==> src/rtl/bp_me_pkg.sv <==
// bp_me_pkg: shared types for the CCE microcode fetch controller
// Macro BP_CCE_FETCH_BRANCH_BYPASS_EN removes the redirect state (zero-bubble branches).
package bp_me_pkg;
`ifdef BP_CCE_FETCH_BRANCH_BYPASS_EN
    typedef enum logic [1:0] {
        e_halt  = 2'd0,
        e_prime = 2'd1,
        e_run   = 2'd2
    } bp_cce_fetch_state_e;
`else
    typedef enum logic [1:0] {
        e_halt     = 2'd0,
        e_prime    = 2'd1,
        e_run      = 2'd2,
        e_redirect = 2'd3
    } bp_cce_fetch_state_e;
`endif
endpackage

==> src/rtl/bp_cce_fetch_pc_gen.sv <==
// bp_cce_fetch_pc_gen: next microcode PC selection (hold / sequential with wrap / branch)
// Ports: pc_i current PC, yumi_i instruction consumed, branch_v_i/branch_target_i redirect,
//        next_pc_o PC to read next.
module bp_cce_fetch_pc_gen #(
    parameter int cce_pc_width_p = 8
) (
    input  logic [cce_pc_width_p-1:0] pc_i,
    input  logic                      yumi_i,
    input  logic                      branch_v_i,
    input  logic [cce_pc_width_p-1:0] branch_target_i,
    output logic [cce_pc_width_p-1:0] next_pc_o
);
    // Increment wraps naturally at the PC width.
    assign next_pc_o = ~yumi_i ? pc_i
                     : branch_v_i ? branch_target_i
                     : pc_i + cce_pc_width_p'(1);
endmodule

==> src/rtl/bp_cce_inst_fetch_ctrl.sv <==
// bp_cce_inst_fetch_ctrl: CCE microcode fetch controller with halted-mode config RAM access
// Ports: clk_i/reset_i (async active-high); mode_i run/halt; start_pc_i first PC;
//        cfg_* config request/response; ram_* single-port sync RAM; inst_v_o/inst_o/pc_o
//        fetched instruction with inst_yumi_i handshake; branch_v_i/branch_target_i redirect.
// Macro BP_CCE_FETCH_BRANCH_BYPASS_EN: branch target read issued in the yumi cycle (no bubble);
// otherwise the target is registered and read from a one-cycle redirect state.
module bp_cce_inst_fetch_ctrl
    import bp_me_pkg::*;
#(
    parameter int cce_pc_width_p   = 8,
    parameter int cce_inst_width_p = 48
) (
    input  logic                        clk_i,
    input  logic                        reset_i,
    input  logic                        mode_i,
    input  logic [cce_pc_width_p-1:0]   start_pc_i,
    input  logic                        cfg_v_i,
    input  logic                        cfg_w_i,
    input  logic [cce_pc_width_p-1:0]   cfg_addr_i,
    input  logic [cce_inst_width_p-1:0] cfg_data_i,
    output logic                        cfg_ready_o,
    output logic                        cfg_data_v_o,
    output logic [cce_inst_width_p-1:0] cfg_data_o,
    output logic                        ram_v_o,
    output logic                        ram_w_o,
    output logic [cce_pc_width_p-1:0]   ram_addr_o,
    output logic [cce_inst_width_p-1:0] ram_data_o,
    input  logic [cce_inst_width_p-1:0] ram_data_i,
    output logic                        inst_v_o,
    output logic [cce_inst_width_p-1:0] inst_o,
    output logic [cce_pc_width_p-1:0]   pc_o,
    input  logic                        inst_yumi_i,
    input  logic                        branch_v_i,
    input  logic [cce_pc_width_p-1:0]   branch_target_i
);
    bp_cce_fetch_state_e state_r, state_n;
    logic [cce_pc_width_p-1:0] pc_r, next_pc;
    logic cfg_rd_r, run, halt, cfg_acc;

    assign run  = state_r == e_run;
    assign halt = state_r == e_halt;
    assign cfg_ready_o = halt & ~reset_i;
    assign cfg_acc = cfg_v_i & cfg_ready_o;

    bp_cce_fetch_pc_gen #(.cce_pc_width_p(cce_pc_width_p)) pc_gen (
        .pc_i(pc_r),
        .yumi_i(run & inst_yumi_i),
        .branch_v_i(branch_v_i),
        .branch_target_i(branch_target_i),
        .next_pc_o(next_pc)
    );

    always_comb begin
        state_n = e_run;
        if (!mode_i) state_n = e_halt;
        else if (halt) state_n = e_prime;
`ifndef BP_CCE_FETCH_BRANCH_BYPASS_EN
        else if (run & inst_yumi_i & branch_v_i) state_n = e_redirect;
`endif
    end

    // Running states read every cycle; the RAM re-read on a stall keeps inst_o stable.
    assign ram_v_o    = cfg_acc | ~halt;
    assign ram_w_o    = cfg_acc & cfg_w_i;
    assign ram_addr_o = halt ? cfg_addr_i
                      : state_r == e_prime ? start_pc_i
                      : run ? next_pc
                      : pc_r;
    assign ram_data_o = cfg_acc ? cfg_data_i : '0;

    assign inst_v_o     = run;
    assign inst_o       = run ? ram_data_i : '0;
    assign pc_o         = pc_r;
    assign cfg_data_v_o = cfg_rd_r;
    assign cfg_data_o   = cfg_rd_r ? ram_data_i : '0;

    always_ff @(posedge clk_i or posedge reset_i) begin
        if (reset_i) begin
            state_r  <= e_halt;
            pc_r     <= '0;
            cfg_rd_r <= 1'b0;
        end else begin
            state_r  <= state_n;
            cfg_rd_r <= cfg_acc & ~cfg_w_i;
            if (state_r == e_prime) pc_r <= start_pc_i;
            else if (run) pc_r <= next_pc;
        end
    end
endmodule

==> config.mk <==
export PLATFORM = sky130hd
export DESIGN_NAME = bp_cce_inst_fetch_ctrl
export DESIGN_NICKNAME = d
export VERILOG_FILES = /design/src/rtl/bp_me_pkg.sv /design/src/rtl/bp_cce_fetch_pc_gen.sv /design/src/rtl/bp_cce_inst_fetch_ctrl.sv
export SDC_FILE = /design/constraint.sdc
export NUM_CORES = 1
export LEC_CHECK = 0
export BUFFER_PORTS_ARGS = -buffer_cell sky130_fd_sc_hd__buf_4
export CAP_MARGIN = 20
export CORE_AREA = 2 2 114 116
export DETAILED_ROUTE_END_ITERATION = 7
export DIE_AREA = 0 0 116 118
export PLACE_DENSITY = 0.48
export REMOVE_ABC_BUFFERS = 1
export SLEW_MARGIN = 30
export SYNTH_ARGS = -nofsm -noshare
export SYNTH_HDL_FRONTEND = slang
export SYNTH_HIERARCHICAL = 1
export SYNTH_SLANG_ARGS = --single-unit
==> constraint.sdc <==
create_clock -name clk_i -period 5.6 [get_ports clk_i]
set_input_delay 0.28 -clock clk_i [delete_from_list [all_inputs] [get_ports clk_i]]
set_output_delay 0.28 -clock clk_i [all_outputs]
set_load 0.005 [all_outputs]
==> flow_summary.rst <==
.. list-table::
   :header-rows: 1

   * - Metric
     - Value
   * - Buffers inserted during post-CTS setup optimization
     - 0
   * - Run status
     - completed
   * - Clock sink total
     - 11
   * - Diodes inserted
     - 0
   * - Synth area leader
     - and2_1
   * - Required time reported for the critical path endpoint
     - 5.32 ns
   * - Critical-path top delay cell
     - and2b_2
   * - H-tree lvl count
     - 1
   * - Crit Path Class
     - reg2out
   * - Data arrival at the endpoint of the critical path
     - 3.09 ns
   * - Number of cells on the worst reg-to-reg path
     - 7
   * - Max-slew headroom at the worst pin
     - 0.534
   * - Top_reg_cell synth
     - dfrtp_1
   * - Maximum number of pins on one net before global-route repair
     - 51
   * - Kind of launch point of the worst setup path
     - flop
   * - Worst-path cell chain
     - buf_4, and2b_2, and2_1, a21bo_2, a22o_1, mux2i_1, mux2i_1, buf_4
   * - Count of boundary I/O pins
     - 292
   * - Number of standard cells after synthesis
     - 275
   * - Number of vias after detailed routing
     - 2892
   * - Number of standard-cell rows in the floorplan
     - 41
   * - Most numerous cell types in the synthesized netlist
     - 146 x and2_1, 42 x mux2i_1, 11 x a21oi_1, 11 x dfrtp_1, 9 x clkbuf_2
   * - Kind of end point of the critical path
     - output port
   * - Proportion of register bits with asynchronous set or reset after synthesis
     - 1.00
   * - Total overflow reported by the global router
     - 0
   * - Vertical die dimension
     - 118 um
   * - Fraction of final layout cells sized beyond drive strength 1
     - 0.551
   * - Starting utilization of the core area
     - 0.165
   * - Final weighted congestion of routability-driven global placement
     - 0.862
   * - CTS tree
     - built
   * - Average wire length per cell after detail routing
     - 13.5 um
   * - Share of synthesized area occupied by flip-flops and latches
     - 0.134
   * - Overall power consumption
     - 0.716 mW
   * - Number of slew-limit violations in the final report
     - 0
   * - Count of endpoints failing setup in the final report
     - 0
   * - First-pass GRT wire length
     - 13700 um
   * - Final count of hold timing violations
     - 0
   * - Tmin final
     - 3.37 ns
   * - Maximum vdd ir drop
     - 101 uV
   * - Setup TNS
     - 0 ns
   * - Clock skew
     - 0.00198 ns
   * - Part of the cycle the worst path needs
     - 0.602
   * - Area of the mapped netlist
     - 0.00205 mm^2
   * - Max-cap violation count
     - 0
   * - Antenna violation net count after detailed routing
     - 0
   * - Ranking of synthesized cells by area
     - and2_1 44%, mux2i_1 20%, dfrtp_1 13%, a21oi_1 2.7%, clkbuf_2 2.2%
   * - Achievable clock frequency
     - 296 MHz
   * - Area growth syn-to-layout
     - 115%
   * - 1st-pass router iterations
     - 4
   * - Clock tree root buffer cell
     - clkbuf_16
   * - Core Box Area
     - 0.0124 mm^2
   * - Antenna violations before repair
     - 0
   * - Fin nets
     - 679
   * - Post-cts repair resize count
     - 0
   * - Drt via density
     - 4.01
   * - Count of flip-flops with a built-in enable after synthesis
     - 0
   * - Largest incremental delay on the critical path
     - 0.69 ns
   * - Count of distinct cell types in the synthesized netlist
     - 29
   * - Share of the synthesized area in the top cell type
     - 0.445
   * - Ratio of total power to cell area
     - 162 mW/mm^2
   * - Horizontal die dimension
     - 116 um
   * - Synthesis-stage register bit count
     - 11
   * - Average instance area after synthesis
     - 7.47 um^2
   * - Final routed DRC violation total
     - 0
   * - Worst min-delay path category
     - in2async
   * - Num CTS Buffers
     - 3
   * - Count of placed standard cells in the final layout, fillers left out
     - 722
   * - Floorplan die area
     - 0.0137 mm^2
   * - Hold-fix buffers, CTS
     - 0
   * - Leakage dissipation
     - 2.37 nW
   * - Warning count from the yosys run
     - 6
   * - First DRT Iteration DRCs
     - 95
   * - Number of placed instances, taps included
     - 718
   * - Number of global-route vias before repair
     - 2612
   * - RSZ-0062 raised after global routing
     - no
   * - Latest clock arrival within the worst-skew pair
     - 0.24 ns
   * - All-Layer GR Usage
     - 0.124
   * - Slew at the pin closest to its max-slew limit
     - 0.698 ns
   * - Cell with the most instances after synthesis
     - and2_1
   * - Number of buffers on the longest clock path
     - 2
   * - Cell area after layout
     - 0.00442 mm^2
   * - Max FO, Critical Path
     - 50
   * - Half-perimeter wire length after placement
     - 8210 um
   * - Clk pin slew, worst setup/hold paths
     - 0.04 ns
   * - Count of input and output buffers
     - 291
   * - Post-placement cell area
     - 0.00434 mm^2
   * - Final routed wirelength across all metal layers
     - 9780 um
-- registers in the layout, summed over array words and instances (netlist names) --
register / flops
cfg_data_v_o: 1
pc_o: 8
state_r: 2
-- final timing paths --
| check | start | end | slack [ns] |
|---|---|---|---|
| min in group clk_i | mode_i | state_r[1] | 0.29 |
| max in group asynchronous | reset_i | cfg_data_v_o | 5.16 |
| min reg2reg | pc_o[6] | pc_o[6] | 0.70 |
| min | reset_i | pc_o[7] | 0.1 |
| max reg2reg | state_r[1] | pc_o[4] | 2.76 |
| max | state_r[1] | ram_addr_o[4] | 2.23 |
-- logic make-up (layout without fill, tap and decap cells) --
kind of cell	after synthesis	count (layout)	share of synthesized area
adders and majority gates	1	1	0.00609
muxes	42	42	0.205
DFF	11	11	0.134
buffers and inverters	27	302	0.0731
and+or+nand+nor	170	170	0.516
AOI/OAI and AO/OA	24	24	0.0658
-- cell type report --
| type | instances | area (um^2) |
|---|---|---|
| Fill cell | 1337 | 7990 |
| Timing Repair Buffer | 294 | 2210 |
| Multi-Input combinational cell | 237 | 1630 |
| Sequential cell | 11 | 277 |
| Tap cell | 172 | 215 |
| Clock buffer | 4 | 78.8 |
| Inverter | 4 | 15.0 |
-- placed cells by master, fill, tap and decap left out, drive strengths merged --
cell	n
a21bo	1
a21oi	11
a22o	1
and2	146
and2b	2
and3	1
buf	294
clkbuf	4
dfrtp	11
ha	1
inv	4
mux2i	42
nand2	5
nand2b	1
nand3	4
nand4	1
nor2	5
nor2b	1
nor3	1
nor4b	1
o21ai	7
o22ai	3
o31ai	1
or3	2
-- critical path: cells and delay by family (launching register included) --
kind | cells | cell delay [ns]
simple gates | 2 | 1.25
mux | 2 | 0.22
compound gates | 2 | 0.53
flops | 1 | 0.31
buf+inv | 2 | 0.56
-- where the power goes --
part	internal, mW	total (mW)	switching [mW]
registers	0.108	0.168	0.0605
clock network	0.0955	0.129	0.0340
logic	0.249	0.418	0.169
total	0.452	0.716	0.264
-- metrics by stage --
stage	hold WS, ns	utilization	setup slack, ns
floorplan	0.132	-	2.52
global placement	0.363	0.350	2.48
detailed placement	0.364	0.350	2.45
CTS	0.112	0.356	2.19
global route	0.133	0.356	1.94
finish	0.0976	0.356	2.23
-- layer usage --
metal | track usage | vias up | wire (um)
met3 | 0.0288 | 14 | 939
met4 | 0.0275 | 0 | 186
met2 | 0.232 | 184 | 5030
met5 | 0 | - | 0
li1 | - | 1437 | -
met1 | 0.141 | 1257 | 3630
Power figures use the tool's default switching activity.
